===== src/rtl/hazard_unit.sv =====
// Hazard controller for the five-stage MIPS pipeline: stall/flush generation,
// D and E stage forwarding selects, and multiply/divide unit busy tracking.
module hazard_unit #(
   parameter int unsigned MULT_CYCLES = 5,
   parameter int unsigned DIV_CYCLES  = 10
) (
   input  logic       clk,
   input  logic       reset,
   input  logic [4:0] rs_D,
   input  logic [4:0] rt_D,
   input  logic [1:0] tuse_rs_D,
   input  logic [1:0] tuse_rt_D,
   input  logic [4:0] rs_E,
   input  logic [4:0] rt_E,
   input  logic [4:0] wa_E,
   input  logic [4:0] wa_M,
   input  logic [4:0] wa_W,
   input  logic       RegWrite_E,
   input  logic       RegWrite_M,
   input  logic       RegWrite_W,
   input  logic [1:0] GRF_WDSrc_E,
   input  logic [1:0] GRF_WDSrc_M,
   input  logic       md_start_E,
   input  logic       md_div_E,
   input  logic       md_use_D,
   output logic       stall_F,
   output logic       stall_D,
   output logic       DE_clr,
   output logic [1:0] FwdA_D,
   output logic [1:0] FwdB_D,
   output logic [1:0] FwdA_E,
   output logic [1:0] FwdB_E,
   output logic       md_busy
);

   localparam logic [1:0] WD_MEM   = 2'b01;
   localparam logic [1:0] TUSE_D   = 2'd0;
   localparam logic [1:0] TUSE_E   = 2'd1;
   localparam logic [1:0] FWD_NONE = 2'd0;
   localparam logic [1:0] FWD_M    = 2'd1;
   localparam logic [1:0] FWD_W    = 2'd2;

   localparam logic [3:0] MULT_LOAD = 4'(MULT_CYCLES);
   localparam logic [3:0] DIV_LOAD  = 4'(DIV_CYCLES);

   logic [3:0] md_cnt_q;
   logic [3:0] md_cnt_d;

   function automatic logic match(input logic we, input logic [4:0] wa, input logic [4:0] r);
      return we && (wa == r) && (r != 5'd0);
   endfunction

   // Stall contribution of one D-stage source operand.
   function automatic logic operand_stall(
      input logic [4:0] r,
      input logic [1:0] tuse,
      input logic       rw_e,
      input logic [4:0] wa_e,
      input logic [1:0] wd_e,
      input logic       rw_m,
      input logic [4:0] wa_m,
      input logic [1:0] wd_m
   );
      logic hit_e;
      logic hit_m;
      hit_e = match(rw_e, wa_e, r);
      hit_m = match(rw_m, wa_m, r);
      return (hit_e && (wd_e == WD_MEM) && (tuse <= TUSE_E))
          || (hit_e && (tuse == TUSE_D))
          || (hit_m && (wd_m == WD_MEM) && (tuse == TUSE_D));
   endfunction

   // A load sitting in M has no result yet, so it is never a forwarding source.
   function automatic logic [1:0] fwd_sel(
      input logic [4:0] r,
      input logic       rw_m,
      input logic [4:0] wa_m,
      input logic [1:0] wd_m,
      input logic       rw_w,
      input logic [4:0] wa_w
   );
      if (match(rw_m, wa_m, r) && (wd_m != WD_MEM)) begin
         return FWD_M;
      end
      if (match(rw_w, wa_w, r)) begin
         return FWD_W;
      end
      return FWD_NONE;
   endfunction

   logic stall_raw;
   logic busy_raw;

   assign busy_raw  = md_start_E || (md_cnt_q != 4'd0);
   assign stall_raw =
        operand_stall(rs_D, tuse_rs_D, RegWrite_E, wa_E, GRF_WDSrc_E, RegWrite_M, wa_M, GRF_WDSrc_M)
     || operand_stall(rt_D, tuse_rt_D, RegWrite_E, wa_E, GRF_WDSrc_E, RegWrite_M, wa_M, GRF_WDSrc_M)
     || (md_use_D && busy_raw);

   // NOTE: every output gets a default at the top of the block so no path
   // through it leaves a signal unassigned, which would infer a latch.
   always_comb begin
      stall_F = 1'b0;
      stall_D = 1'b0;
      DE_clr  = 1'b0;
      FwdA_D  = FWD_NONE;
      FwdB_D  = FWD_NONE;
      FwdA_E  = FWD_NONE;
      FwdB_E  = FWD_NONE;
      md_busy = 1'b0;
      if (reset) begin
         stall_F = stall_raw;
         stall_D = stall_raw;
         DE_clr  = stall_raw;
         FwdA_D  = fwd_sel(rs_D, RegWrite_M, wa_M, GRF_WDSrc_M, RegWrite_W, wa_W);
         FwdB_D  = fwd_sel(rt_D, RegWrite_M, wa_M, GRF_WDSrc_M, RegWrite_W, wa_W);
         FwdA_E  = fwd_sel(rs_E, RegWrite_M, wa_M, GRF_WDSrc_M, RegWrite_W, wa_W);
         FwdB_E  = fwd_sel(rt_E, RegWrite_M, wa_M, GRF_WDSrc_M, RegWrite_W, wa_W);
         md_busy = busy_raw;
      end
   end

   // A new md instruction always reloads, even over a nonzero count.
   always_comb begin
      md_cnt_d = md_cnt_q;
      if (md_start_E) begin
         md_cnt_d = md_div_E ? DIV_LOAD : MULT_LOAD;
      end else if (md_cnt_q != 4'd0) begin
         md_cnt_d = md_cnt_q - 4'd1;
      end
   end

   // NOTE: sequential state uses non-blocking assignment so every register
   // samples its pre-edge inputs regardless of block evaluation order.
   always_ff @(posedge clk) begin
      if (!reset) begin
         md_cnt_q <= 4'd0;
      end else begin
         md_cnt_q <= md_cnt_d;
      end
   end

endmodule


===== config.mk =====
export PLATFORM = sky130hd
export DESIGN_NAME = hazard_unit
export DESIGN_NICKNAME = d
export VERILOG_FILES = /design/src/rtl/hazard_unit.sv
export SDC_FILE = /design/constraint.sdc
export NUM_CORES = 1
export LEC_CHECK = 0
export ABC_AREA = 1
export BUFFER_PORTS_ARGS = -buffer_cell sky130_fd_sc_hd__buf_4
export CAP_MARGIN = 20
export CORE_MARGIN = 2
export CORE_UTILIZATION = 30
export CTS_BUF_LIST = sky130_fd_sc_hd__clkbuf_2 sky130_fd_sc_hd__clkbuf_4 sky130_fd_sc_hd__clkbuf_8
export DETAILED_ROUTE_END_ITERATION = 8
export GPL_ROUTABILITY_DRIVEN = 0
export PLACE_DENSITY = 0.6
export SLEW_MARGIN = 20
export SYNTH_ARGS = -nofsm -noshare
export SYNTH_HDL_FRONTEND = slang
export SYNTH_SLANG_ARGS = --single-unit

===== constraint.sdc =====
create_clock -name clk -period 3.2 [get_ports clk]
set_input_delay 0.16 -clock clk [delete_from_list [all_inputs] [get_ports clk]]
set_output_delay 0.16 -clock clk [all_outputs]
set_load 0.01 [all_outputs]

* Yosys cells after proc, flatten, opt, wreduce, memory -nomap -nowiden
Cells that the tools add are included.
Storage, ports and cells: register bits after elaboration 4, input bits 51, output and inout bits 12, logic and storage cells 112
Cells by class: $add $sub $neg 1, $lt $le $gt $ge 2, eq/ne operators 13, multiplexer cells 45, reduce and logical (&&, ||, !) cells 50
Operator list (number):
- 5-bit equality test | 10
- 2-bit two-way mux | 20
- 1-bit logical AND | 35
- 1-bit two-way mux | 22
- 5-bit nonzero test | 4
- 4-bit two-way mux | 3
- 1-bit logical OR | 7
- 2-bit by 1-bit equality test with 1-bit output (second input constant) | 2
- 2-bit by 1-bit <= comparator with 1-bit output (second input constant) | 2
- 2-bit zero test | 2
- 4-bit nonzero test | 1
- 4-bit by 1-bit subtractor with 4-bit output (second input constant) | 1
- 2-bit by 1-bit inequality test with 1-bit output (second input constant) | 1
- 2-bit nonzero test | 1

* Depth between registers and ports, before layout
Gate-level depths: netlist (run 1).
depth in word-level cells 11, depth in mapped cells 11, depth with buffers taken out 10

* Least setup slack after synthesis (run 1)
OpenSTA, ideal clock, no wires.
path type register to output, from reg md_cnt_q[0], to out stall_D, arrival 1242 ps, data required time 3040 ps, setup slack 1798 ps, cell stages (with the launch flop) 9, buffers on the path 1, cell sequence dfxtp_1 > inv_1 > ha_1 > nand4_1 > nand2_1 > nand2_1 > nor2_1 > nor2_1 > buf_4
On the way: cells in the longest elaborated chain, start to end 5
Ends and longest elaborated chain:
- start, declared | line 46 | logic [3:0] md_cnt_q;
- start signal, assigned | line 139 | md_cnt_q <= md_cnt_d;
- 4-bit nonzero test | line 94 | assign busy_raw = md_start_E || (md_cnt_q != 4'd0);
- 1-bit logical OR | line 94
- 1-bit logical AND | line 98 | || (md_use_D && busy_raw);
- 1-bit logical OR | line 98
- 1-bit two-way mux
- end, declared | line 27 | output logic stall_D,
Every way passes these cells.

* Worst setup path in the final report (run 1)
from reg md_cnt_q[0], to out stall_D
On the way: cells in the longest elaborated chain, start to end 5
Ends and longest elaborated chain:
- 4-bit nonzero test | line 94
- 1-bit logical OR | line 94
- 1-bit logical AND | line 98
- 1-bit logical OR | line 98
- 1-bit two-way mux | line 111 | if (reset) begin
Every way passes these cells.

==> results of run 1 <==
==> synth_stat cells, drive strengths merged <==
library cell  count
inv              46
a21oi             6
o221ai            1
buf               2
xnor2            10
dfxtp             4
clkinv            1
nand2            68
o2111ai           3
xor2              5
a221oi            1
ha                2
nand3b            1
or2               2
nor3              7
nand4             9
o211ai            1
o22ai             1
nand3            17
a211oi            1
nor3b             1
o21ai            12
a21o              1
nor2             37
==> power by group through the flow <==
stage,registers [mW],clock network [mW],logic [mW]
after detailed placement,0.0613,0,0.211
final,0.0607,0.106,0.211
after floorplan,0.0607,0,0.114
after global routing,0.0616,0.116,0.240
after global placement,0.0613,0,0.212
after CTS,0.0607,0.109,0.212
==> layer usage <==
metal | global-route usage | vias to the layer above
met5 | 0 | -
met4 | 0.00255 | 0
met3 | 0.0389 | 0
met2 | 0.324 | 48
met1 | 0.256 | 719
li1 | - | 886
==> layout by cell type (no fill, tap or decap), types with 2 or more instances in the layout <==
master / n
nand2_1: 68
or2_2: 2
dfxtp_1: 4
xor2_1: 5
nand4_1: 9
o21ai_0: 12
nand3_1: 17
ha_1: 2
xnor2_1: 10
inv_2: 6
clkbuf_8: 3
nor2_1: 36
a21oi_1: 5
inv_1: 40
buf_4: 62
o2111ai_1: 3
nor3_1: 7
==> per-stage QoR <==
stage	instances	hold WS, ns	worst slack [ns]	area, µm²
after global placement	347	0.443	1.77	1710
after detailed placement	347	0.454	1.78	1710
after global routing	350	0.232	1.39	1750
after floorplan	239	0.297	1.80	1190
after CTS	350	0.228	1.55	1750
final	350	0.228	1.57	1750
==> final cells by class <==
class / count / area share
clock buffer: 3 / 0.0236
inverter: 47 / 0.101
multi-input combinational: 186 / 0.529
sequential: 4 / 0.0458
tap: 48 / 0.0344
timing repair buffer: 62 / 0.266
==> critical path, cell delays in order (launching register included) <==
cell and delay, ns:
dfxtp_1 0.31, inv_1 0.08, ha_1 0.19, nand4_1 0.17, nand2_1 0.07, nand2_1 0.07
nor2_1 0.04, nor2_1 0.16, buf_4 0.16
==> worst paths after layout <==
path	from	end	slack (ns)	cells past startpoint
worst max-delay path	md_cnt_q[0]$_SDFFE_PN0N_	stall_D	1.57	8
worst min-delay path	reset	md_cnt_q[1]$_SDFFE_PN0N_	0.23	3
worst max register to register	md_cnt_q[0]$_SDFFE_PN0N_	md_cnt_q[2]$_SDFFE_PN0N_	1.97	7
worst min register to register	md_cnt_q[1]$_SDFFE_PN0N_	md_cnt_q[1]$_SDFFE_PN0N_	0.51	2
==> kinds of logic after synthesis <==
logic type,share of synthesized area
xor+xnor,0.110
compound gates,0.139
flops,0.0670
fa+ha+maj,0.0209
buf+inv,0.160
simple gates,0.503
==> impl_metrics.ini, run 1 <==
[run_status]
status = complete, no violations

[routing]
dr_wl_met3_um = 219
highest_layer = met3
drt-total-wl_um = 3990
wl_met2_um = 1840
wl_per_cell_um = 11.4
met1_length_um = 1930
route.detailed.drc = 0
dr.pass1.iters = 4
via_per_inst = 4.72
ant_nets = 0
drt_iter0_markers = 64
vias = 1653

[setup_path]
cp.required_ns = 3.04
start_kind = register
criticalPathCategory = reg -> out
cp-end-kind = output port
crit_fanout = 4
arrival_ns = 1.47

[final_layout]
drive_gt1_frac = 0.248
multi_input_comb_area_um2 = 923
antenna_cells = 0
reg_top3 = md_cnt_q x4
largest_register_ffs = 4
max_flop_register = md_cnt_q
fin_util = 0.467
syn2layout_area_growth_pct = 46.2
n_fill_cell = 450
register_area_um2 = 80.1
nets = 357

[flow_run]
drv_cap = 0

[global_routing]
track_usage = 0.188
grt_max_degree = 8
grt_pass1_vias = 1531
grt_pass1_wl_um = 6560
gr-total-overflow = 0
antenna_found_initial = 0

[clock_network]
htree_levels = 1
tritoncts = done
cts_setup_buffers = 0
numCtsBuffers = 3
clkSinkCount = 4
cts_hold_buf = 0
clockBufferDepth = 2
insertion_delay_ns = 0.22
clockRootBuffer = clkbuf_8
cts.repair.resized = 0
clk_pin_slew_ns = 0.03

[power_and_ir_drop]
powerDensity_nw_per_um2 = 216
p_comb_frac = 0.559
swShare = 0.375
clkPwrFrac = 0.281
power_frac_seq = 0.161
power.total_uw = 377
peakVddDrop_mv = 0.261
intPower_uw = 236
p_leak_nw = 0.981
p_sw_uw = 141

[floorplan]
die_x_um = 67.1
io_pins = 63
rows = 22
initial_core_util = 0.319
die_h_um = 67.1
core_um2 = 3740
dieArea_um2 = 4500

[sta]
slew_headroom = 0.837
drv_slew = 0
setup_violations = 0
tns_ns = 0
min_period_over_period = 0.509
clock_skew_ns = 0.00463
finalHoldViolations = 0
rsz0062_at_grt = false
worstMarginPinSlew_ns = 0.244
fmax_ghz = 0.614
period_minus_slack_ns = 1.63

[yosys]
synth_top_area_frac = 0.214
synthCells = 239
synth_cell_types = 27
syn_area_um2 = 1190
yosysTopAreaCell = nand2_1
yosys_warnings = 0
synth_area_leaders = nand2_1 (21%), inv_1 (13%), nor2_1 (11%), xnor2_1 (7.3%), nand3_1 (7.1%)
yosysSeqAreaShare = 0.0670
synth_seq_cells = 4
syn-num-nets = 292
syn_avg_cell_area_um2 = 5.00

[hold_path]
worst_hold_path_type = in -> reg

[placement]
hpwl_um = 3500
portBuffers = 62
Power figures use the tool's default switching activity.
==> inputs of run 2 (changes only) <==
- ABC_AREA: 1 -> 0
- PLACE_DENSITY: 0.6 -> 0.62
- clock period: 3.2 -> 1.67 ns (I/O delays scaled with it)
==> impl_metrics.ini, run 2 <==
[run_status]
status = finished with violations
violations = setup timing

[power_and_ir_drop]
powerDensity_nw_per_um2 = 423
p_leak_nw = 0.678
peakVddDrop_mv = 0.165

[final_layout]
antenna_cells = 0
final_common_cell = buf_4
mostFrequentLayoutCells = buf_4 (71), xnor2_1 (38), xor2_1 (14), nand4_1 (9), nand3_1 (7)
fin_util = 0.495
nets = 255
final_cells = 246
drive_gt1_frac = 0.430
largest_register_ffs = 4
max_flop_register = md_cnt_q
reg_top3 = md_cnt_q x4
syn2layout_area_growth_pct = 57.6

[floorplan]
rows = 21
die_h_um = 63.3
dieArea_um2 = 4010
io_pins = 63
initial_core_util = 0.314
core_um2 = 3360
die_x_um = 63.3

[sta]
worst_slack_ns = -0.206
clock_skew_ns = 0.00463
period_minus_slack_ns = 1.88
finalHoldViolations = 0
rsz0062_at_grt = true
min_period_over_period = 1.12
drv_slew = 0
timing.hold.ws_ns = 0.157
tns_ns = -0.617
worstMarginPinSlew_ns = 0.444
slew_headroom = 0.701
fmax_ghz = 0.533
setup_violations = 3

[yosys]
yosysTopAreaCell = xnor2_1
async_reset_ff_frac = 0
synth_cell_types = 32
syn_area_um2 = 1060
ys_top_cells_by_count = xnor2_1 (38), xor2_1 (14), nand4_1 (9)
ys.flop_type = dfxtp_1
syn_avg_cell_area_um2 = 7.76
synth_top_area_frac = 0.315
syn-num-nets = 189
yosys.cell_count.top_type = xnor2_1
synthCells = 136
synth-edff-count = 0
yosysSeqAreaShare = 0.0758
synth_area_leaders = xnor2_1 (32%), xor2_1 (12%), dfxtp_1 (7.6%), nand4_1 (5.3%), nor4_1 (3.6%)
yosys_warnings = 0
synth_seq_cells = 4

[placement]
portBuffers = 62
hpwl_um = 2940
dp.cells = 237

[clock_network]
clkSinkCount = 4
insertion_delay_ns = 0.23
tritoncts = done
clk_pin_slew_ns = 0.04
numCtsBuffers = 3
htree_levels = 1
clockBufferDepth = 2
clockRootBuffer = clkbuf_4

[global_routing]
antenna_found_initial = 0
track_usage = 0.181
grt_pass1_wl_um = 5760
grt_pass1_vias = 1292
gr-total-overflow = 0
grt_max_degree = 8

[routing]
ant_nets = 0
via_per_inst = 4.91
vias = 1209
wl_per_cell_um = 14.0
drt-total-wl_um = 3440
dr.pass1.iters = 6
drt_iter0_markers = 30
route.detailed.drc = 0

[setup_path]
crit_fanout = 3
arrival_ns = 1.79
cp-end-kind = output port
cp.required_ns = 1.59
criticalPathCategory = reg -> out
start_kind = register

[flow_run]
drv_cap = 0

[hold_path]
worst_hold_path_type = in -> reg
run 2: metal layers:
metal | global-route usage | part of all wire | wire, µm | vias to the layer above
met2 | 0.329 | 0.54 | 1860 | 35
met4 | 0.0870 | 0.0049 | 17 | 0
met3 | 0.0143 | 0.037 | 126 | 2
met5 | 0 | 0 | 0 | -
li1 | - | - | - | 621
met1 | 0.211 | 0.42 | 1440 | 551
run 2: kinds of logic (layout without fill, tap and decap cells):
family	Yosys count	count (layout)	share of synthesized area
fa+ha+maj	2	2	0.0237
buf+inv	13	77	0.0533
compound gates	13	13	0.113
flops	4	4	0.0758
simple gates	52	52	0.303
xor+xnor	52	52	0.431
run 2: worst max-delay path, cell delays in order (launching register included):
cell     delay, ns
dfxtp_2       0.31
inv_2         0.08
ha_4          0.13
or4b_4        0.49
a32oi_2       0.20
a41oi_2       0.16
buf_4         0.18
run 2: power breakdown:
group,switching (mW),internal (mW),total [mW]
registers,0.0148,0.112,0.127
clock network,0.0395,0.0804,0.120
logic,0.202,0.255,0.456
total,0.256,0.447,0.703
run 2: final cells by class:
class,count,area [µm²]
inverters,3,11.3
multi-input cells,119,957
well taps,46,57.6
clock buffers,3,22.5
repair buffers,71,533
fillers,355,1700
flip-flops and latches,4,82.6
run 2: worst paths after layout:
check                           start  slack, ns  cells past startpoint                       end
min reg2reg  md_cnt_q[0]$_SDFFE_PN0N_       0.55                      2  md_cnt_q[0]$_SDFFE_PN0N_
max reg2reg  md_cnt_q[0]$_SDFFE_PN0N_       0.15                      5  md_cnt_q[0]$_SDFFE_PN0N_
min                        md_start_E       0.16                      2  md_cnt_q[3]$_SDFFE_PN0N_
max          md_cnt_q[0]$_SDFFE_PN0N_      -0.21                      6                   stall_D
run 2: what timing repair did:
action,CTS,global route
hold buffers,0,0
setup endpoints to repair,3,6
resized for setup,7,3
pin swaps,3,3
setup buffers,4,2
run 2: per-stage QoR:
step                      setup slack (ns)  instance area, µm²  total power [mW]
after global routing                -0.283                1660             0.768
after floorplan                     0.0451                1060             0.343
after detailed placement           0.00888                1560             0.529
after CTS                           -0.191                1640             0.692
after global placement              0.0630                1560             0.515
final                               -0.206                1660             0.703
==> inputs of run 3 (changes only) <==
- ABC_AREA: 0 -> 1
- MAX_ROUTING_LAYER: unset -> met4
- PLACE_DENSITY: 0.62 -> 0.6
==> impl_metrics.ini, run 3 (synthesized netlist as in run 1, its figures left out) <==
[final_layout]
register_area_um2 = 80.1
drive_gt1_frac = 0.252
antenna_cells = 0
max_flop_register = md_cnt_q
multi_input_comb_area_um2 = 926
reg_top3 = md_cnt_q x4
syn2layout_area_growth_pct = 46.4
nets = 357
final_common_cell = nand2_1
largest_register_ffs = 4
fin_util = 0.467
mostFrequentLayoutCells = nand2_1 (68), buf_4 (62), inv_1 (40), nor2_1 (35), nand3_1 (17)
n_fill_cell = 435

[sta]
rsz0062_at_grt = false
min_period_over_period = 0.902
drv_slew = 0
clock_skew_ns = 0.000342
setup_violations = 0
slew_headroom = 0.832
period_minus_slack_ns = 1.51
tns_ns = 0
fmax_ghz = 0.664
worstMarginPinSlew_ns = 0.252
finalHoldViolations = 0

[setup_path]
cp.required_ns = 1.59
start_kind = register
crit_fanout = 4
criticalPathCategory = reg -> out
worstPathCellList = inv_1 > ha_1 > nand4_1 > nand2_1 > nand2_1 > nor2_1 > nor2_2 > buf_4
cp_top_family = simple AND/OR/NAND/NOR gates
max_stage_delay_ns = 0.29
cp_slowest_cell = dfxtp_1
arrival_ns = 1.42
cp-end-kind = output port
critPathBufInv = 2
cp_common_cell = nand2_1

[clock_network]
clockRootBuffer = clkbuf_8
htree_levels = 1
cts_hold_buf = 0
insertion_delay_ns = 0.21
numCtsBuffers = 3
clk_pin_slew_ns = 0.03
tritoncts = done
clockBufferDepth = 2
clkSinkCount = 4

[hold_path]
worst_hold_path_type = in -> reg

[global_routing]
grt_max_degree = 8
antenna_found_initial = 0
track_usage = 0.195
gr-total-overflow = 0
grt_pass1_vias = 1505
grt_pass1_wl_um = 6530

[placement]
hpwl_um = 3500
portBuffers = 62

[run_status]
status = complete, no violations

[routing]
drt-total-wl_um = 4050
dr.pass1.iters = 4
ant_nets = 0
via_per_inst = 4.77
route.detailed.drc = 0
drt_iter0_markers = 68
vias = 1668
wl_per_cell_um = 11.6

[power_and_ir_drop]
powerDensity_nw_per_um2 = 417
p_sw_uw = 277
clkPwrFrac = 0.283
intPower_uw = 453
p_leak_nw = 0.981
power_frac_seq = 0.159
peakVddDrop_mv = 0.271
swShare = 0.380
p_comb_frac = 0.558

[floorplan]
core_um2 = 3740
die_h_um = 67.1
die_x_um = 67.1
rows = 22
initial_core_util = 0.319
io_pins = 63
dieArea_um2 = 4500

[flow_run]
drv_cap = 0
run 3: changes by cell type in the layout (fill, tap and decap cells not counted), moves of 5 or more:
cell	change
inv_1	+39
buf_4	-9
nor2_1	+30
nand3_1	+10
o21ai_0	+12
nor4_1	-5
xnor2_1	-28
nand2_1	+65
xor2_1	-9
run 3: metal layers:
| layer | GRT usage | up-vias | share of wire |
|---|---|---|---|
| met2 | 0.322 | 51 | 0.47 |
| met4 | 0.0383 | 0 | 0.0062 |
| met1 | 0.258 | 730 | 0.47 |
| li1 | - | 885 | - |
| met3 | 0.0186 | 2 | 0.057 |
| met5 | - | - | 0 |
run 3: worst paths after layout:
check	startpoint	to	slack, ns	cells after the start
worst max-delay path	md_cnt_q[0]$_SDFFE_PN0N_	stall_D	0.16	8
worst min-delay path	reset	md_cnt_q[1]$_SDFFE_PN0N_	0.15	3
worst max register to register	md_cnt_q[0]$_SDFFE_PN0N_	md_cnt_q[2]$_SDFFE_PN0N_	0.44	7
worst min register to register	md_cnt_q[1]$_SDFFE_PN0N_	md_cnt_q[1]$_SDFFE_PN0N_	0.51	2
run 3: what timing repair did:
action | 4_1_cts | 5_1_grt
setup buffers | 0 | 0
resized for setup | 0 | 1
endpoints found under the setup margin | 0 | 3
run 3: layout make-up:
cell class	instances	share of cell area
inverter	47	0.101
sequential	4	0.0458
multi-input combinational	186	0.529
tap	48	0.0343
clock buffer	3	0.0236
timing repair buffer	62	0.266
run 3: worst register-to-register path: cells and delay by family (launching register included):
family,cells,cell delay (ns)
AND/OR/NAND/NOR,3,0.41
flip-flops,1,0.31
adder cells (fa/ha/maj),1,0.19
buffers and inverters,2,0.13
AO/OA/AOI/OAI,1,0.11
run 3: power by group through the flow:
| stage | logic, mW | clock network [mW] | registers [mW] |
|---|---|---|---|
| after floorplan | 0.218 | 0 | 0.116 |
| after global placement | 0.406 | 0 | 0.117 |
| after detailed placement | 0.405 | 0 | 0.117 |
| after CTS | 0.407 | 0.210 | 0.116 |
| after global routing | 0.459 | 0.216 | 0.117 |
| final | 0.407 | 0.207 | 0.116 |
run 3: per-stage QoR:
stage / cells / setup slack, ns / hold WS (ns) / power, mW / area [µm²]
global route: 350 / 0.0204 / 0.164 / 0.792 / 1750
finish: 350 / 0.164 / 0.154 / 0.730 / 1750
global placement: 347 / 0.404 / 0.372 / 0.524 / 1710
CTS: 350 / 0.139 / 0.152 / 0.733 / 1750
detailed placement: 347 / 0.369 / 0.375 / 0.522 / 1710
floorplan: 239 / 0.345 / 0.220 / 0.334 / 1190
